===== config.mk =====
export PLATFORM = sky130hd
export DESIGN_NAME = slr_xing_arbiter_flat
export DESIGN_NICKNAME = d
export VERILOG_FILES = /design/src/rtl/slr_xing_arbiter_if.sv /design/src/rtl/slr_xing_arbiter.sv /design/src/flat_wrapper.sv
export SDC_FILE = /design/constraint.sdc
export NUM_CORES = 1
export LEC_CHECK = 0
export ABC_AREA = 0
export CORE_AREA = 10 10 506 508
export DETAILED_ROUTE_END_ITERATION = 7
export DIE_AREA = 0 0 516 518
export PLACE_DENSITY = 0.34
export SLEW_MARGIN = 20
export SYNTH_ARGS = -nofsm -noshare
export SYNTH_HDL_FRONTEND = slang
export SYNTH_SLANG_ARGS = --single-unit

===== constraint.sdc =====
create_clock -name sys_clk -period 6.5 [get_ports sys_clk]
set_input_delay 0.975 -clock sys_clk [delete_from_list [all_inputs] [get_ports sys_clk]]
set_output_delay 0.975 -clock sys_clk [all_outputs]
set_load 0.02 [all_outputs]

===== src/rtl/slr_xing_arbiter_if.sv =====
// slr_xing_arbiter_if
//  Bundles the requester streams, the registered crossing-pipe outputs and the
//  credit/status signals of one SLR-crossing arbiter.
//  Ports (all signals, grouped by direction as seen from the arbiter):
//   inputs  : req_tvalid[NUM_REQ], req_tdata[NUM_REQ*DATA_W], req_tlast[NUM_REQ],
//             credit_ret (1-cycle pulse per far-side FIFO slot freed)
//   outputs : req_tready[NUM_REQ], xing_valid, xing_data[DATA_W], xing_last,
//             xing_src[SRC_W], credit_cnt[CREDIT_W], grant_oh[NUM_REQ], credit_err
//  Modports: slave = arbiter side, master = requester / environment side.
interface slr_xing_arbiter_if #(
    parameter int NUM_REQ = 4,
    parameter int DATA_W  = 256,
    parameter int CREDITS = 16
);
    localparam int SRC_W    = $clog2(NUM_REQ);
    localparam int CREDIT_W = $clog2(CREDITS + 1);

    logic [NUM_REQ-1:0]        req_tvalid;
    logic [NUM_REQ*DATA_W-1:0] req_tdata;
    logic [NUM_REQ-1:0]        req_tlast;
    logic [NUM_REQ-1:0]        req_tready;
    logic                      xing_valid;
    logic [DATA_W-1:0]         xing_data;
    logic                      xing_last;
    logic [SRC_W-1:0]          xing_src;
    logic                      credit_ret;
    logic [CREDIT_W-1:0]       credit_cnt;
    logic [NUM_REQ-1:0]        grant_oh;
    logic                      credit_err;

    modport slave (
        input  req_tvalid, req_tdata, req_tlast, credit_ret,
        output req_tready, xing_valid, xing_data, xing_last, xing_src,
               credit_cnt, grant_oh, credit_err
    );

    modport master (
        output req_tvalid, req_tdata, req_tlast, credit_ret,
        input  req_tready, xing_valid, xing_data, xing_last, xing_src,
               credit_cnt, grant_oh, credit_err
    );
endinterface


===== src/rtl/slr_xing_arbiter.sv =====
// slr_xing_arbiter
//  Near-side arbiter for one registered inter-SLR pipe. NUM_REQ packet streams
//  share the pipe with packet-granular round-robin arbitration. Beats are only
//  accepted while credits remain, the credit pool mirroring the free slots of
//  the far-side receive FIFO, so the pipe itself never needs backpressure.
//  Ports:
//   sys_clk   : single clock, all logic on the rising edge
//   sys_rst_n : asynchronous assert, active-low reset
//   bus       : slr_xing_arbiter_if.slave (requester streams, crossing outputs,
//               credit return, credit count, grant and credit error status)
//  The NUM_REQ/DATA_W/CREDITS parameters must match those of the bound interface.
module slr_xing_arbiter #(
    parameter int NUM_REQ = 4,
    parameter int DATA_W  = 256,
    parameter int CREDITS = 16
) (
    input  logic              sys_clk,
    input  logic              sys_rst_n,
    slr_xing_arbiter_if.slave bus
);
    localparam int SRC_W    = $clog2(NUM_REQ);
    localparam int CREDIT_W = $clog2(CREDITS + 1);
    localparam logic [CREDIT_W-1:0] CREDIT_MAX = CREDIT_W'(CREDITS);
    localparam logic [SRC_W:0]      NUM_REQ_W  = (SRC_W + 1)'(NUM_REQ);
    localparam logic [SRC_W-1:0]    LAST_INIT  = SRC_W'(NUM_REQ - 1);

    typedef enum logic {IDLE, XFER} state_t;

    state_t              state_reg, state_next;
    logic [NUM_REQ-1:0]  grant_reg, grant_next;
    logic [SRC_W-1:0]    last_reg, last_next;
    logic [CREDIT_W-1:0] credit_reg, credit_next;
    logic                credit_err_reg, credit_err_next;

    logic                xing_valid_reg;
    logic [DATA_W-1:0]   xing_data_reg;
    logic                xing_last_reg;
    logic [SRC_W-1:0]    xing_src_reg;

    logic                credit_avail;
    logic [NUM_REQ-1:0]  tready;
    logic                accept;
    logic [DATA_W-1:0]   lane_data [NUM_REQ];
    logic [DATA_W-1:0]   sel_data;
    logic                sel_last;

    // ------------------------------------------------------------------
    // Handshake. tready depends only on registered grant and credits, so
    // there is no combinational path from any tvalid to any tready.
    // ------------------------------------------------------------------
    assign credit_avail = (credit_reg != '0);

    generate
        for (genvar gi = 0; gi < NUM_REQ; gi++) begin : g_lane
            assign tready[gi]    = grant_reg[gi] & credit_avail;
            assign lane_data[gi] = bus.req_tdata[gi*DATA_W +: DATA_W];
        end
    endgenerate

    assign bus.req_tready = tready;
    // grant is one-hot, so at most one lane can handshake
    assign accept   = |(bus.req_tvalid & tready);
    // last_reg always names the granted requester while in XFER
    assign sel_data = lane_data[last_reg];
    assign sel_last = bus.req_tlast[last_reg];

    // ------------------------------------------------------------------
    // Round-robin search. The request vector is rotated so bit 0 is the
    // requester just after the previous winner; the lowest set bit of the
    // rotated vector is the winner, mapped back with a modulo add.
    // ------------------------------------------------------------------
    logic [SRC_W-1:0]     rot_base;
    logic [2*NUM_REQ-1:0] req_dbl;
    logic [NUM_REQ-1:0]   req_rot;
    logic [SRC_W-1:0]     win_idx;
    logic                 win_found;
    logic [SRC_W:0]       win_sum;

    assign rot_base = (last_reg == LAST_INIT) ? '0 : last_reg + SRC_W'(1);
    assign req_dbl  = {bus.req_tvalid, bus.req_tvalid};
    assign req_rot  = NUM_REQ'(req_dbl >> rot_base);

    always_comb begin
        win_found = 1'b0;
        win_idx   = '0;
        win_sum   = '0;
        // descending scan: the lowest set offset is the one left standing
        for (int k = NUM_REQ - 1; k >= 0; k--) begin
            if (req_rot[k]) begin
                win_found = 1'b1;
                win_sum   = {1'b0, rot_base} + (SRC_W + 1)'(k);
                if (win_sum >= NUM_REQ_W) begin
                    win_sum = win_sum - NUM_REQ_W;
                end
                win_idx = win_sum[SRC_W-1:0];
            end
        end
    end

    // ------------------------------------------------------------------
    // Packet FSM: next-state and grant
    // ------------------------------------------------------------------
    always_comb begin
        state_next = state_reg;
        grant_next = grant_reg;
        last_next  = last_reg;
        case (state_reg)
            IDLE: begin
                if (win_found && credit_avail) begin
                    state_next = XFER;
                    grant_next = NUM_REQ'(1) << win_idx;
                    last_next  = win_idx;
                end
            end
            XFER: begin
                // grant survives tvalid gaps and credit stalls; only the
                // accepted tail beat releases it
                if (accept && sel_last) begin
                    state_next = IDLE;
                    grant_next = '0;
                end
            end
            default: begin
                state_next = IDLE;
                grant_next = '0;
            end
        endcase
    end

    // ------------------------------------------------------------------
    // Credit accounting: accept consumes, credit_ret refunds; both in the
    // same cycle cancel. A refund with the pool already full is a far-side
    // protocol error: the count saturates and the error is latched.
    // ------------------------------------------------------------------
    always_comb begin
        credit_next     = credit_reg;
        credit_err_next = credit_err_reg;
        if (accept && !bus.credit_ret) begin
            credit_next = credit_reg - CREDIT_W'(1);
        end else if (!accept && bus.credit_ret) begin
            if (credit_reg == CREDIT_MAX) begin
                credit_err_next = 1'b1;
            end else begin
                credit_next = credit_reg + CREDIT_W'(1);
            end
        end
    end

    always_ff @(posedge sys_clk or negedge sys_rst_n) begin
        if (!sys_rst_n) begin
            state_reg      <= IDLE;
            grant_reg      <= '0;
            last_reg       <= LAST_INIT;
            credit_reg     <= CREDIT_MAX;
            credit_err_reg <= 1'b0;
        end else begin
            state_reg      <= state_next;
            grant_reg      <= grant_next;
            last_reg       <= last_next;
            credit_reg     <= credit_next;
            credit_err_reg <= credit_err_next;
        end
    end

    // ------------------------------------------------------------------
    // Crossing pipe register: one-cycle valid pulse per accepted beat;
    // data/last/src hold their previous value between beats.
    // ------------------------------------------------------------------
    always_ff @(posedge sys_clk or negedge sys_rst_n) begin
        if (!sys_rst_n) begin
            xing_valid_reg <= 1'b0;
            xing_data_reg  <= '0;
            xing_last_reg  <= 1'b0;
            xing_src_reg   <= '0;
        end else begin
            xing_valid_reg <= accept;
            if (accept) begin
                xing_data_reg <= sel_data;
                xing_last_reg <= sel_last;
                xing_src_reg  <= last_reg;
            end
        end
    end

    assign bus.xing_valid = xing_valid_reg;
    assign bus.xing_data  = xing_data_reg;
    assign bus.xing_last  = xing_last_reg;
    assign bus.xing_src   = xing_src_reg;
    assign bus.credit_cnt = credit_reg;
    assign bus.grant_oh   = grant_reg;
    assign bus.credit_err = credit_err_reg;

endmodule


===== src/flat_wrapper.sv =====
// flat-port wrapper written by rule: the top's interface ports become plain ports
module slr_xing_arbiter_flat 
#(
    parameter int NUM_REQ = 4,
    parameter int DATA_W  = 256,
    parameter int CREDITS = 16
)
  (sys_clk, sys_rst_n, bus_req_tvalid, bus_req_tdata, bus_req_tlast, bus_credit_ret, bus_req_tready, bus_xing_valid, bus_xing_data, bus_xing_last, bus_xing_src, bus_credit_cnt, bus_grant_oh, bus_credit_err);
  slr_xing_arbiter_if #(.NUM_REQ(NUM_REQ), .DATA_W(DATA_W), .CREDITS(CREDITS)) bus_i ();
  input  logic sys_clk;
  input  logic sys_rst_n;
  input wire logic [$bits(bus_i.req_tvalid)-1:0] bus_req_tvalid;
  input wire logic [$bits(bus_i.req_tdata)-1:0] bus_req_tdata;
  input wire logic [$bits(bus_i.req_tlast)-1:0] bus_req_tlast;
  input wire logic [$bits(bus_i.credit_ret)-1:0] bus_credit_ret;
  output wire logic [$bits(bus_i.req_tready)-1:0] bus_req_tready;
  output wire logic [$bits(bus_i.xing_valid)-1:0] bus_xing_valid;
  output wire logic [$bits(bus_i.xing_data)-1:0] bus_xing_data;
  output wire logic [$bits(bus_i.xing_last)-1:0] bus_xing_last;
  output wire logic [$bits(bus_i.xing_src)-1:0] bus_xing_src;
  output wire logic [$bits(bus_i.credit_cnt)-1:0] bus_credit_cnt;
  output wire logic [$bits(bus_i.grant_oh)-1:0] bus_grant_oh;
  output wire logic [$bits(bus_i.credit_err)-1:0] bus_credit_err;
  assign bus_i.req_tvalid = bus_req_tvalid;
  assign bus_i.req_tdata = bus_req_tdata;
  assign bus_i.req_tlast = bus_req_tlast;
  assign bus_i.credit_ret = bus_credit_ret;
  assign bus_req_tready = bus_i.req_tready;
  assign bus_xing_valid = bus_i.xing_valid;
  assign bus_xing_data = bus_i.xing_data;
  assign bus_xing_last = bus_i.xing_last;
  assign bus_xing_src = bus_i.xing_src;
  assign bus_credit_cnt = bus_i.credit_cnt;
  assign bus_grant_oh = bus_i.grant_oh;
  assign bus_credit_err = bus_i.credit_err;
  slr_xing_arbiter #(.NUM_REQ(NUM_REQ), .DATA_W(DATA_W), .CREDITS(CREDITS)) u_core (.sys_clk(sys_clk), .sys_rst_n(sys_rst_n), .bus(bus_i));
endmodule

==> key figures, run 1 <==
Clock tree
  • # Post-CTS Setup Buffers: 0
  • Worst-Skew Late Latency: ~0.68 ns
  • CTS Buffer Depth: 3
  • Clk slew on worst S/H paths: about 0.060 ns
  • CTS tree: built
  • Post-cts sizing count: 0
  • Total clock sinks: 273
  • Cts hold-fix bufs: 0
  • Inserted Clock Buffers: 48
  • Clock Tree Root: clkbuf_16
  • Number of H-tree levels: 2

Synthesis
  • Post-synthesis adder-cell area fraction: 0.5510%
  • Post-Syn Nets: about 2000
  • Largest family of logic cells by synthesized area: multiplexers
  • Synth Area in Compound Gates: under 10%
  • Synth Instances: ~950
  • Seq/Total Area, Yosys: 39.61%
  • Post-synthesis mux area share: roughly 54%
  • Mapped Avg Cell Area: 18.18 um^2
  • Netlist area before placement: between 15000 and 20000 um^2
  • Warnings from Yosys: 0
  • Synth Area in Simple Gates: 0.9571%
  • Synth Register Bits: ~270
  • Yosys cell types: 35
  • Synth Area in XOR/XNOR: less than 1%

STA
  • Final period util: 54.55%
  • RSZ-0062 raised after global routing: no
  • Fmax: 282.0 MHz
  • Final min period: roughly 3.5 ns
  • Setup TNS: 0 ns
  • Relative slew margins: ~12%
  • Final Hold Violating Endpoints: 0
  • Clock skew: about 0.033 ns
  • Setup violators final: 0
  • Worst-margin pin slew: roughly 1.3 ns
  • Max Slew Vio Count: 0

Worst setup path
  • Nature of the critical path startpoint: flip-flop
  • Critical Path RT: 5.52 ns
  • Setup crit end kind: primary output
  • CP Launch Point: u_core.bus.credit_cnt[1]
  • Worst Path Arrival: 2.57 ns
  • Setup CP Type: reg -> out
  • Reg2reg start: u_core.bus.credit_cnt[1]
  • Crit Path Max Fanout: 7

Detailed routing
  • Total Routed Length: 204.4 mm
  • Drt first pass iters: 5
  • Detailed-route via count: roughly 17000
  • Vias per inst: 3.050
  • Avg WL per Cell: 36.77 um
  • Initial DRC count: between 1000 and 1500
  • # DRC: 0
  • Post-route ant nets: 0

Cells and area
  • Layout cell share with drive strength beyond 1: 27.51%
  • Area delta synth->final: 107.9%
  • Max reg flops: 256
  • Post-layout util: 14.61%
  • Nets: 3285

Floorplanning
  • I/O Pins: 1309
  • Die Area: between 200000 and 300000 um^2
  • CORE AREA: 245500 um^2
  • Rows: 182
  • Initial core utilization: around 7.0%
  • Die height: 518 um
  • Die W: 516 um

Global routing
  • First-pass GRT wire length: 246.9 mm
  • Met3 GRT Util: slightly above 10%
  • Grt ovf: 0
  • Most used routing layer: met2
  • Met2 GRT Util: a little under a quarter
  • Initial antenna violation count: 258
  • Largest net degree at the start of global routing: around 100
  • Global-route total usage across every layer: 14.58%
  • Number of global-route vias before repair: ~18000
  • Global Route met1 Usage: between 10% and 20%

Power
  • Switching Fraction: 42.34%
  • Leakage: 12.76 nW
  • P_int: 9.610 mW
  • PD cells: 464.7 nW/um^2
  • Clk pwr share: 16.4%
  • Net Sw Power: 7.057 mW
  • Comb power frac: 63.3%
  • Maximum VDD drop: slightly below 0.0003 V
  • Sequential share of power: roughly 20%

Min path
  • Type of the tightest min-delay check: in -> async

Status
  • Status: completed

Place
  • Post-DP HPWL: 181.5 mm
  • Final Wtd Congestion: 0.8919
  • PortBufs: 1308

Job
  • Max cap viols: 0
kinds of logic (layout without fill, tap and decap cells):
logic type      after synthesis  count (layout)
compound gates               27              27
other cells                   0              61
fa+ha+maj                     7               7
buf+inv                      92            1422
flops                       273             273
xor+xnor                      4               4
mux                         515             515
simple gates                 31              31
power groups by stage:
| stage | Combinational, mW | Clock [mW] | Sequential [mW] |
|---|---|---|---|
| after global routing | 11.1 | 2.92 | 3.53 |
| final | 10.6 | 2.73 | 3.38 |
| after detailed placement | 10.8 | 0 | 3.41 |
| after floorplan | 4.86 | 0 | 4.16 |
| after global placement | 10.8 | 0 | 3.42 |
| after CTS | 10.9 | 2.91 | 3.41 |
cell usage after synthesis:
library cell    n  area [um^2]
xnor2_1         1        8.760
nor2_4          1        11.26
inv_1           6        22.52
fa_1            1        20.02
or2_0           1        6.260
buf_2          35        175.2
a32o_1          4        40.04
dfstp_2         3        78.83
dfrtp_1       270         6756
o21ai_0         5        25.02
nor3_1          2        10.01
clkbuf_1       29        108.9
nor4_1          1        6.260
a22oi_1         2        15.01
o21a_1          2        15.01
a21o_1          3        22.52
mux2_4        185         2778
and3_1          1        6.260
nor2_1          1        3.750
a31oi_1         2        12.51
mux4_2        257         5788
ha_1            6        75.07
a21oi_1         6        30.03
xor2_1          3        26.28
mux2_2         73        822.0
o22a_1          1        8.760
a21oi_4         1        16.27
buf_6          21        236.5
o22ai_1         1        6.260
nor3b_1         1        7.510
or4_4           1        11.26
or2_2           2        12.51
buf_1           1        3.750
nand2_1        14        52.55
nor2b_1         6        37.54
layer usage:
metal | up-vias | share of wire, %
met5 | - | 0.50
met4 | 158 | 1.5
met3 | 410 | 16
met2 | 1297 | 44
met1 | 8480 | 39
li1 | 6615 | -
final timing paths:
| path | to | slack, ns | cells past startpoint |
|---|---|---|---|
| worst min-delay path | u_core.bus.xing_data[0] | 0.26 | 1 |
| worst min register to register | u_core.bus.xing_src[0] | 0.48 | 2 |
| min in group sys_clk | u_core.bus.xing_src[0] | 0.48 | 2 |
| worst max-delay path | bus_req_tready[3] | 2.95 | 4 |
| worst max register to register | u_core.bus.xing_data[41] | 3.38 | 6 |
| max in group asynchronous | u_core.bus.xing_data[57] | 4.66 | 2 |
through the flow:
step | area, um^2 | instances | setup slack [ns] | power, mW | hold WS, ns
5_1_grt | 35730 | 5504 | 2.832 | 17.55 | 0.2689
3_5_place_dp | 34130 | 5413 | 2.655 | 14.22 | 0.4760
4_1_cts | 35720 | 5499 | 2.800 | 17.17 | 0.2371
3_3_place_gp | 34130 | 5413 | 2.687 | 14.21 | 0.4916
6_report | 35870 | 5560 | 2.954 | 16.67 | 0.2620
2_1_floorplan | 17260 | 949 | 3.379 | 9.017 | 0.4958
layout by cell type, fill, tap and decap left out, types with 3 or more instances in the layout:
master / instances
clkdlybuf4s50_1: 1307
dfrtp_1: 270
mux4_2: 257
mux2_4: 185
mux2_2: 73
diode_2: 61
clkbuf_16: 48
nand2_1: 14
clkinv_2: 14
buf_4: 14
buf_12: 8
inv_1: 6
nor2b_1: 6
a21oi_1: 6
ha_1: 6
clkbuf_8: 6
o21ai_0: 5
clkbuf_1: 5
a32o_1: 4
bufinv_16: 4
a21o_1: 3
xor2_1: 3
clkinvlp_4: 3
area by class of cell:
class / count / area [um^2]
inverters: 6 / 22.52
multi-input cells: 584 / 9874
flip-flops and latches: 273 / 6843
diodes: 61 / 152.6
well taps: 3220 / 4029
clock inverters: 27 / 284.0
fillers: 27370 / 209600
clock buffers: 59 / 1303
repair buffers: 1330 / 13360
critical path: stages (launching register included):
cell	delay, ns
dfrtp_1	0.43
or4_4	0.58
nor2_4	0.26
nor2b_1	0.10
clkdlybuf4s50_1	0.55
Note: power is estimated with default switching activity, not from simulation.
==> run 2: changes to the inputs <==
--- a/config.mk
+++ b/config.mk
@@ -6,9 +6,9 @@
 export NUM_CORES = 1
 export LEC_CHECK = 0
 export ABC_AREA = 0
-export CORE_AREA = 10 10 506 508
+export CORE_AREA = 10 10 505 507
 export DETAILED_ROUTE_END_ITERATION = 7
-export DIE_AREA = 0 0 516 518
+export DIE_AREA = 0 0 515 517
 export PLACE_DENSITY = 0.34
 export SLEW_MARGIN = 20
 export SYNTH_ARGS = -nofsm -noshare
==> constraint.sdc (replaced) <==
create_clock -name sys_clk -period 3.5 [get_ports sys_clk]
set_input_delay 0.525 -clock sys_clk [delete_from_list [all_inputs] [get_ports sys_clk]]
set_output_delay 0.525 -clock sys_clk [all_outputs]
set_load 0.02 [all_outputs]
==> run 2 against run 1 <==
Design area is 1.2% higher. Worst hold slack gained 0.20 ns. Largest cell class unchanged. Count of clock-buffer cells in the layout grew 8. Setup slack worse by 2.6 ns. Via count increased by 0.21%. Core utilization is 0.21 points higher.
==> key figures, run 2 (synthesis results as in run 1) <==
Detailed routing
  • Initial DRC count: 995 (-12%)
  • Post-route ant nets: 0 (unchanged)
  • Met2 wire length: 88.00 mm (-1.2%)
  • Total Routed Length: 204.6 mm (about the same)
  • Met3 wire length: 32.64 mm (+2.8%)
  • Avg WL per Cell: 36.63 um (-0.37%)
  • Top Metal Used: met5
  • # DRC: 0 (unchanged)
  • Vias per inst: 3.043 (-0.24%)
  • Detailed-route via count: 17000 (+0.21%)
  • Drt first pass iters: 4 (-1)
  • Met1 Wirelength: 79.87 mm (+0.54%)

Clock tree
  • CTS Buffer Depth: 3 (unchanged)
  • Inserted Clock Buffers: 45 (-6.3%)
  • CTS tree: built
  • Post-cts sizing count: 0 (unchanged)
  • Total clock sinks: 273 (unchanged)
  • Clock Tree Root: clkbuf_16
  • Clk slew on worst S/H paths: 0.06 ns (about the same)
  • Number of H-tree levels: 2 (unchanged)
  • Worst-Skew Late Latency: 0.65 ns (-0.03 ns)

Worst setup path
  • Setup CP Type: reg -> out
  • Nature of the critical path startpoint: flip-flop
  • Crit Path Max Fanout: 7 (unchanged)
  • Setup crit end kind: primary output
  • Critical Path RT: 2.97 ns (-2.55 ns)
  • Critical Path Slowest Stage Cell: or4_4
  • Crit-path cells: or4_4 -> nor2_4 -> nor2b_1 -> clkdlybuf4s50_1
  • R2r setup slk: 0.61 ns (-2.77 ns)
  • CP peak stage delay: 0.59 ns (about the same)
  • Worst Path Arrival: 2.61 ns (+0.04 ns)

Cells and area
  • Seq. cell area: 6843 um^2 (unchanged)
  • Area delta synth->final: 110.3%
  • Commonest non-fill, non-tap cells in the layout: clkdlybuf4s50_1 (1307), dfrtp_1 (270), mux4_2 (257), mux2_4 (185), mux2_2 (73)
  • Most common cell after layout, fill and taps aside: clkdlybuf4s50_1
  • Non-filler cells, final: 5585 (+0.45%)
  • Max reg flops: 256 (unchanged)
  • Fill cell count: 27240 (-0.49%)
  • Nets: 3324 (+1.2%)
  • Area of the multi-input gates: 9874 um^2 (unchanged)
  • Layout cell share with drive strength beyond 1: 28.47% (+0.96 points)
  • Post-layout util: 14.82% (+0.21 points)

STA
  • Relative slew margins: 38.56% (+26 points)
  • Worst-margin pin slew: 0.9215 ns (-0.3934 ns)
  • Setup violators final: 0 (unchanged)
  • Fmax: between 300 and 400 MHz
  • Final Hold Violating Endpoints: 0 (unchanged)
  • Hold slack: 0.4597 ns (+0.1977 ns)
  • Max Slew Vio Count: 0 (unchanged)
  • Clock skew: 0.02145 ns (-0.01149 ns)
  • Setup TNS: 0 ns (unchanged)
  • Final period util: between 80% and 90%
  • RSZ-0062 raised after global routing: no
  • Final min period: approximately 3.1 ns

Power
  • PD cells: 861.7 nW/um^2 (+85%)
  • Leakage: 13.00 nW (+1.9%)
  • Maximum VDD drop: 0.0004136 V (+40%)

Global routing
  • Global-route total usage across every layer: 14.55% (-0.025 points)
  • Number of global-route vias before repair: 18040 (+0.75%)
  • Grt ovf: 0 (unchanged)
  • Initial antenna violation count: 248 (-3.9%)
  • First-pass GRT wire length: 245.4 mm (-0.60%)
  • Largest net degree at the start of global routing: 77 (-26%)

Floorplanning
  • Die height: 517 um (-0.19%)
  • Die Area: 266300 um^2 (-0.39%)
  • Rows: 182 (unchanged)
  • CORE AREA: 244800 um^2 (-0.28%)
  • Initial core utilization: 7.049% (+0.020 points)
  • Die W: 515 um (-0.19%)
  • I/O Pins: 1309 (unchanged)

Place
  • PortBufs: 1308 (unchanged)
  • Post-DP HPWL: 184.1 mm (+1.4%)
  • Final Wtd Congestion: 0.8850 (-0.77%)
  • Dpl cells: 5454 (+0.76%)

Min path
  • Type of the tightest min-delay check: in -> async

Status
  • Status: completed

Job
  • Max cap viols: 0 (unchanged)
[run 2: stage by stage]
| stage | area [um^2] | setup slack [ns] | total power [mW] |
|---|---|---|---|
| finish | 36280 | 0.3689 | 31.26 |
| global route | 36170 | 0.2611 | 32.90 |
| CTS | 36170 | 0.2821 | 32.17 |
| detailed placement | 34590 | 0.3850 | 26.90 |
| global placement | 34590 | 0.2543 | 26.91 |
| floorplan | 17260 | 0.5608 | 16.75 |
[run 2: worst paths after layout]
kind	depth (start not counted)	from	endpoint
max in group asynchronous	4	sys_rst_n	u_core.bus.xing_data[145]
setup reg to reg	7	u_core.bus.credit_cnt[1]	u_core.bus.xing_data[53]
min in group sys_clk	2	u_core.bus.xing_src[1]	u_core.bus.xing_src[1]
hold / removal	2	sys_rst_n	u_core.bus.grant_oh[2]
setup / recovery	4	u_core.bus.credit_cnt[1]	bus_req_tready[2]
hold reg to reg	2	u_core.bus.xing_src[1]	u_core.bus.xing_src[1]
[run 2: worst max-delay path: cells and delay by family, from the launching register on]
family                 cells  cell delay, ns
and+or+nand+nor            3            0.94
buffers and inverters      1            0.57
DFF                        1            0.45
[run 2: routing by layer]
layer | global-route usage, % | vias to the layer above
met5 | 0 | -
met4 | 1.606 | 168
met3 | 10.66 | 389
met2 | 22.31 | 1262
met1 | 16.82 | 8493
li1 | - | 6684
[run 2: area by class of cell]
class	instances	share of cell area, %
timing repair buffer	1372	38.12
multi-input combinational	584	27.21
sequential	273	18.86
tap	3220	11.10
clock buffer	67	3.724
clock inverter	16	0.5931
antenna	47	0.3242
inverter	6	0.06207
[run 2: report_power, final]
group | internal [mW] | switching, mW | total, mW | leakage, nW
Combinational | 10.3 | 9.85 | 20.1 | 9.03
Sequential | 4.90 | 1.30 | 6.20 | 3.20
Clock | 3.02 | 1.91 | 4.93 | 0.774
[run 2: what timing repair did]
action,in CTS,in global routing
endpoints found under the hold margin,63,0
hold buffers,1,0
setup endpoints to repair,0,0
buffers inserted,0,0
